===== src/rtl/fb_pkg.sv =====
// Shared constants, state encoding and filter-mode encodings for the frame-buffer scheduler.
package fb_pkg;

    localparam int IMG_W      = 320;
    localparam int IMG_H      = 320;
    localparam int IMG_PIXELS = IMG_W * IMG_H;
    localparam int ADDR_W     = 17;
    localparam int DATA_W     = 12;

    typedef enum logic [1:0] {
        IDLE = 2'd0,
        LOAD = 2'd1,
        DONE = 2'd2
    } fb_state_e;

    localparam logic [1:0] ORIG   = 2'd0;
    localparam logic [1:0] NEG    = 2'd1;
    localparam logic [1:0] THRESH = 2'd2;
    localparam logic [1:0] GRAY   = 2'd3;

endpackage


===== src/rtl/fb_cfg_shadow.sv =====
// Frame-synchronous shadow registers: the requested filter mode and threshold
// only take effect at frame start, so the display never sees a mid-frame change.
module fb_cfg_shadow #(
    parameter int DATA_W = fb_pkg::DATA_W
) (
    input  logic              clk,
    input  logic              reset,
    input  logic              frame_start,
    input  logic [1:0]        cfg_choice,
    input  logic [DATA_W-1:0] cfg_threshold,
    output logic [1:0]        choice_q,
    output logic [DATA_W-1:0] threshold_q
);
    import fb_pkg::*;

    logic [1:0]        choice_d;
    logic [DATA_W-1:0] threshold_d;

    // Hold the committed values except on the frame-start pulse.
    always_comb begin
        choice_d    = choice_q;
        threshold_d = threshold_q;
        if (frame_start) begin
            choice_d    = cfg_choice;
            threshold_d = cfg_threshold;
        end
    end

    // Committed configuration; reset selects the original colours.
    always_ff @(posedge clk or posedge reset) begin
        if (reset) begin
            choice_q    <= ORIG;
            threshold_q <= '0;
        end else begin
            choice_q    <= choice_d;
            threshold_q <= threshold_d;
        end
    end

endmodule


===== src/rtl/fb_access_scheduler.sv =====
// Single-port frame-buffer owner: display reads always win the port, the image
// loader writes in raster order whenever the port is free, and the filter
// configuration is committed once per frame.
//
// state | meaning
// IDLE  | no load in progress; only display reads use the port
// LOAD  | loader pixels accepted when the display is not reading
// DONE  | final pixel written; load_done high for this one cycle
module fb_access_scheduler #(
    parameter int IMG_W  = fb_pkg::IMG_W,
    parameter int IMG_H  = fb_pkg::IMG_H,
    parameter int ADDR_W = fb_pkg::ADDR_W,
    parameter int DATA_W = fb_pkg::DATA_W
) (
    input  logic              clk,
    input  logic              reset,
    input  logic              frame_start,
    input  logic              disp_req,
    input  logic [ADDR_W-1:0] disp_addr,
    output logic [DATA_W-1:0] disp_rdata,
    output logic              disp_rvalid,
    input  logic              load_start,
    input  logic              wr_valid,
    input  logic [DATA_W-1:0] wr_data,
    output logic              wr_ready,
    output logic              loading,
    output logic              load_done,
    input  logic [1:0]        cfg_choice,
    input  logic [DATA_W-1:0] cfg_threshold,
    output logic [1:0]        choice_q,
    output logic [DATA_W-1:0] threshold_q,
    output logic              bram_en,
    output logic              bram_we,
    output logic [ADDR_W-1:0] bram_addr,
    output logic [DATA_W-1:0] bram_wdata,
    input  logic [DATA_W-1:0] bram_rdata
);
    import fb_pkg::*;

    localparam int                N_PIX     = IMG_W * IMG_H;
    localparam logic [ADDR_W-1:0] LAST_ADDR = ADDR_W'(N_PIX - 1);

    fb_state_e         state_q, state_d;
    logic [ADDR_W-1:0] wptr_q, wptr_d;
    logic              disp_rvalid_q, disp_rvalid_d;
    logic              wr_fire;

    assign wr_ready    = (state_q == LOAD) && !disp_req;
    assign wr_fire     = wr_valid && wr_ready;
    assign loading     = (state_q == LOAD);
    assign load_done   = (state_q == DONE);
    assign disp_rvalid = disp_rvalid_q;
    assign disp_rdata  = bram_rdata;

    // Load sequencing and write pointer; the pointer parks on the last pixel
    // rather than wrapping, and that final write ends the load.
    always_comb begin
        state_d       = state_q;
        wptr_d        = wptr_q;
        disp_rvalid_d = disp_req;
        case (state_q)
            IDLE: begin
                if (load_start) begin
                    state_d = LOAD;
                    wptr_d  = '0;
                end
            end
            LOAD: begin
                if (wr_fire) begin
                    if (wptr_q == LAST_ADDR) begin
                        state_d = DONE;
                    end else begin
                        wptr_d = wptr_q + 1'b1;
                    end
                end
            end
            DONE: begin
                state_d = IDLE;
            end
            default: begin
                state_d = IDLE;
            end
        endcase
    end

    // Port arbitration: display read has absolute priority over loader write.
    always_comb begin
        bram_en    = 1'b0;
        bram_we    = 1'b0;
        bram_addr  = '0;
        bram_wdata = '0;
        if (disp_req) begin
            bram_en   = 1'b1;
            bram_addr = disp_addr;
        end else if ((state_q == LOAD) && wr_valid) begin
            bram_en    = 1'b1;
            bram_we    = 1'b1;
            bram_addr  = wptr_q;
            bram_wdata = wr_data;
        end
    end

    // State, write pointer and read-valid pipeline stage.
    always_ff @(posedge clk or posedge reset) begin
        if (reset) begin
            state_q       <= IDLE;
            wptr_q        <= '0;
            disp_rvalid_q <= 1'b0;
        end else begin
            state_q       <= state_d;
            wptr_q        <= wptr_d;
            disp_rvalid_q <= disp_rvalid_d;
        end
    end

    fb_cfg_shadow #(
        .DATA_W (DATA_W)
    ) u_cfg_shadow (
        .clk           (clk),
        .reset         (reset),
        .frame_start   (frame_start),
        .cfg_choice    (cfg_choice),
        .cfg_threshold (cfg_threshold),
        .choice_q      (choice_q),
        .threshold_q   (threshold_q)
    );

endmodule

===== config.mk =====
export PLATFORM = sky130hd
export DESIGN_NAME = fb_access_scheduler
export DESIGN_NICKNAME = d
export VERILOG_FILES = /design/src/rtl/fb_pkg.sv /design/src/rtl/fb_cfg_shadow.sv /design/src/rtl/fb_access_scheduler.sv
export SDC_FILE = /design/constraint.sdc
export NUM_CORES = 1
export LEC_CHECK = 0
export CORE_ASPECT_RATIO = 0.7
export CORE_UTILIZATION = 40
export DETAILED_ROUTE_END_ITERATION = 16
export GPL_ROUTABILITY_DRIVEN = 1
export PLACE_DENSITY_LB_ADDON = 0.12
export SLEW_MARGIN = 20
export SYNTH_ARGS = -nofsm -noshare
export SYNTH_HDL_FRONTEND = slang
export SYNTH_SLANG_ARGS = --single-unit

===== constraint.sdc =====
create_clock -name clk -period 2.8 [get_ports clk]
set_input_delay 0.42 -clock clk [delete_from_list [all_inputs] [get_ports clk]]
set_output_delay 0.42 -clock clk [all_outputs]
set_load 0.1 [all_outputs]

==> impl_metrics.ini <==
[routing]
first_pass_iters = 4
drt_iter0_drc = 123
drt-wirelength-per-cell_um = 15.5
remaining_drc_errors = 0
drt.antenna.violating_nets = 0
num_vias = 1922
routed_wl_um = 5570
routed_via_density = 5.34

[synthesis]
post-synth-top-area-fraction = 0.415
synth.yosys.warnings = 0
syn_nets = 269
post_synth_most_frequent_cells = dfrtp_1, a22o_1, nand2_1
synth.area.top_cells = dfrtp_1, mux2_2, a22o_1
synthMostInstantiatedCell = dfrtp_1
synth_enable_flop_cells = 0
ys_seq_area_frac = 0.415
yosys_most_used_dff = dfrtp_1
post-synth-top-area-cell = dfrtp_1
async_reset_ff_frac = 1.00
post_synth.cell_area_avg_um2 = 9.91
synth.ff_latch_count = 34
ys_types = 45
synthCells = 207
syn_area_um2 = 2050

[global_route]
grt-busiest-layer = met2
grt_antenna_before_repair = 0
met1_usage = 0.299
grt_use_met3 = 0.0476
grt_use_met2 = 0.329
maximum_number_of_pins_on_one_net_before_global_route_repair = 35
globalRouteTotalUtil = 0.211
grt_first_pass_wirelength_um = 8660
grt_pass1_vias = 1755
grt_overflow = 0

[placement]
dpl-instance-area_um2 = 3280
io_buffers = 97
dp_worst_setup_slack_ns = 0.347
hpwlAfterDp_um = 4140
gpl.final_weighted_congestion = 0.779

[clock_tree]
clock_buffer_depth = 2
clock-sinks = 34
worst_setup_hold_path_clk_slew_ns = 0.07
cts.htree.levels = 2
cts.root.buffer_cell = clkbuf_8
cts-hold-fix-buffers = 0
cts-buffers-inserted = 5
cts_post_setup_buffers_inserted = 0
clk-insertion-delay-late_ns = 0.28
tritoncts = built
cts-resized-gates = 0

[cells_and_area]
finish.net_count = 353
final_core_utilization = 0.692
diodes = 0
final_instance_area_um2 = 3360
layout-drive-gt1-share = 0.340
layout-area-overhead-vs-synth_pct = 63.9
fillerInstances = 383

[timing]
setup_repair_after_global_routing_missed_its_margin = no
tns_ns = 0
finalClockSkew_ns = 0.00547
final_period_utilization = 0.880
final-setup-viol-count = 0
timing.final.max_slew_violations = 0
fin_crit_ns = 2.47
holdWs_ns = 0.510
achievable-frequency_ghz = 0.406
fin_ws_ns = 0.335
max_slew.worst_pin.slew_ns = 0.645
slew_headroom = 0.570
final-hold-violation-count = 0

[flow_run]
cap_violations = 0

[setup_path]
cp_slowest_cell = clkdlybuf4s50_1
crit_fanout = 21
cp-start-kind = primary input
crit_top_cell = buf_12
worstSetupEndpointType = output port
crit_cells = 6
cells_traversed_along_the_worst_timing_path = clkdlybuf4s50_1, nand3b_4, clkinv_2, buf_12, a22o_1, buf_12
rr_worst_depth = 8
max_stage_delay_ns = 0.48
worst-endpoint-required_ns = 2.38
worstPathArrival_ns = 2.05
criticalPathCategory = in -> out
cp_top_family = buffers and inverters
buf_inv_on_cp = 4

[power_and_ir_drop]
powerDensity_nw_per_um2 = 730
cellLeakagePower_nw = 1.41
worst_ir_drop_vdd_mv = 0.404

[floorplanning]
dieArea_um2 = 5420
initial_utilization = 0.422
floorplan.die.height_um = 61.9
boundaryPins = 122
core_area_um2 = 4860
die_x_um = 87.6
placementRows = 21

[min_path]
worstHoldPathCells = 1
min-delay-path-class = reg -> reg

[run_status]
status = finished, final reports clean
==> worst paths after layout <==
| check | start | endpoint | slack [ns] |
|---|---|---|---|
| min in group asynchronous | reset | u_cfg_shadow.threshold_q[3] | 0.54 |
| min reg2reg | u_cfg_shadow.threshold_q[10] | u_cfg_shadow.threshold_q[10] | 0.51 |
| max | disp_req | bram_addr[13] | 0.33 |
| max in group asynchronous | reset | wptr_q[15] | 1.95 |
| min | u_cfg_shadow.threshold_q[10] | u_cfg_shadow.threshold_q[10] | 0.51 |
| max reg2reg | state_q[1] | wptr_q[2] | 0.61 |
==> stage by stage <==
stage	total power, mW	cells
after detailed placement	2.12	353
after global routing	2.57	360
after global placement	2.09	353
after CTS	2.46	360
after floorplan	1.73	207
final	2.45	360
==> cells by family (layout without fill, tap and decap cells) <==
group,count (synthesis),count (layout),share of synthesized area
flops,34,34,0.415
compound gates,54,54,0.194
simple gates,71,71,0.205
buf+inv,31,115,0.0927
mux,16,16,0.0872
fa+ha+maj,1,1,0.00610
==> state kept, by name (all words and copies together), names as in the netlist <==
name,count
state_q,2
disp_rvalid,1
wptr_q,17
u_cfg_shadow.threshold_q,12
u_cfg_shadow.choice_q,2
==> where the power goes <==
group / leakage [nW] / switching, mW / internal [mW] / total (mW)
clock network: 0.0438 / 0.176 / 0.167 / 0.343
registers: 0.406 / 0.122 / 0.574 / 0.696
logic: 0.965 / 0.929 / 0.485 / 1.41
total: 1.41 / 1.23 / 1.23 / 2.45
==> cells in the final DEF (no fill, tap or decap), types with 5 or more instances in the layout <==
cell type         n
a21oi_1           6
a22o_1           19
and2_2            8
buf_12           33
buf_4            22
clkbuf_8          5
clkdlybuf4s50_1  48
dfrtp_1          34
mux2_2           15
nand2_1          19
nand3_1           5
nand4_1           7
nor2_1            8
nor3_1            6
o21ai_0          14
==> layer usage <==
layer	up-vias	part of all wire	wire [um]
met5	-	0	0
met4	0	0.0097	54
met2	78	0.48	2690
met1	926	0.44	2440
met3	8	0.069	384
li1	910	-	-
==> final cells by class <==
| class | count | area [um2] | area share |
|---|---|---|---|
| tap | 69 | 86.3 | 0.0257 |
| multi-input combinational | 142 | 1020 | 0.303 |
| clock buffer | 5 | 68.8 | 0.0205 |
| sequential | 34 | 851 | 0.253 |
| clock inverter | 2 | 10.0 | 0.00298 |
| inverter | 5 | 20.0 | 0.00595 |
| timing repair buffer | 103 | 1310 | 0.389 |
Note: power is estimated with default switching activity, not from simulation.
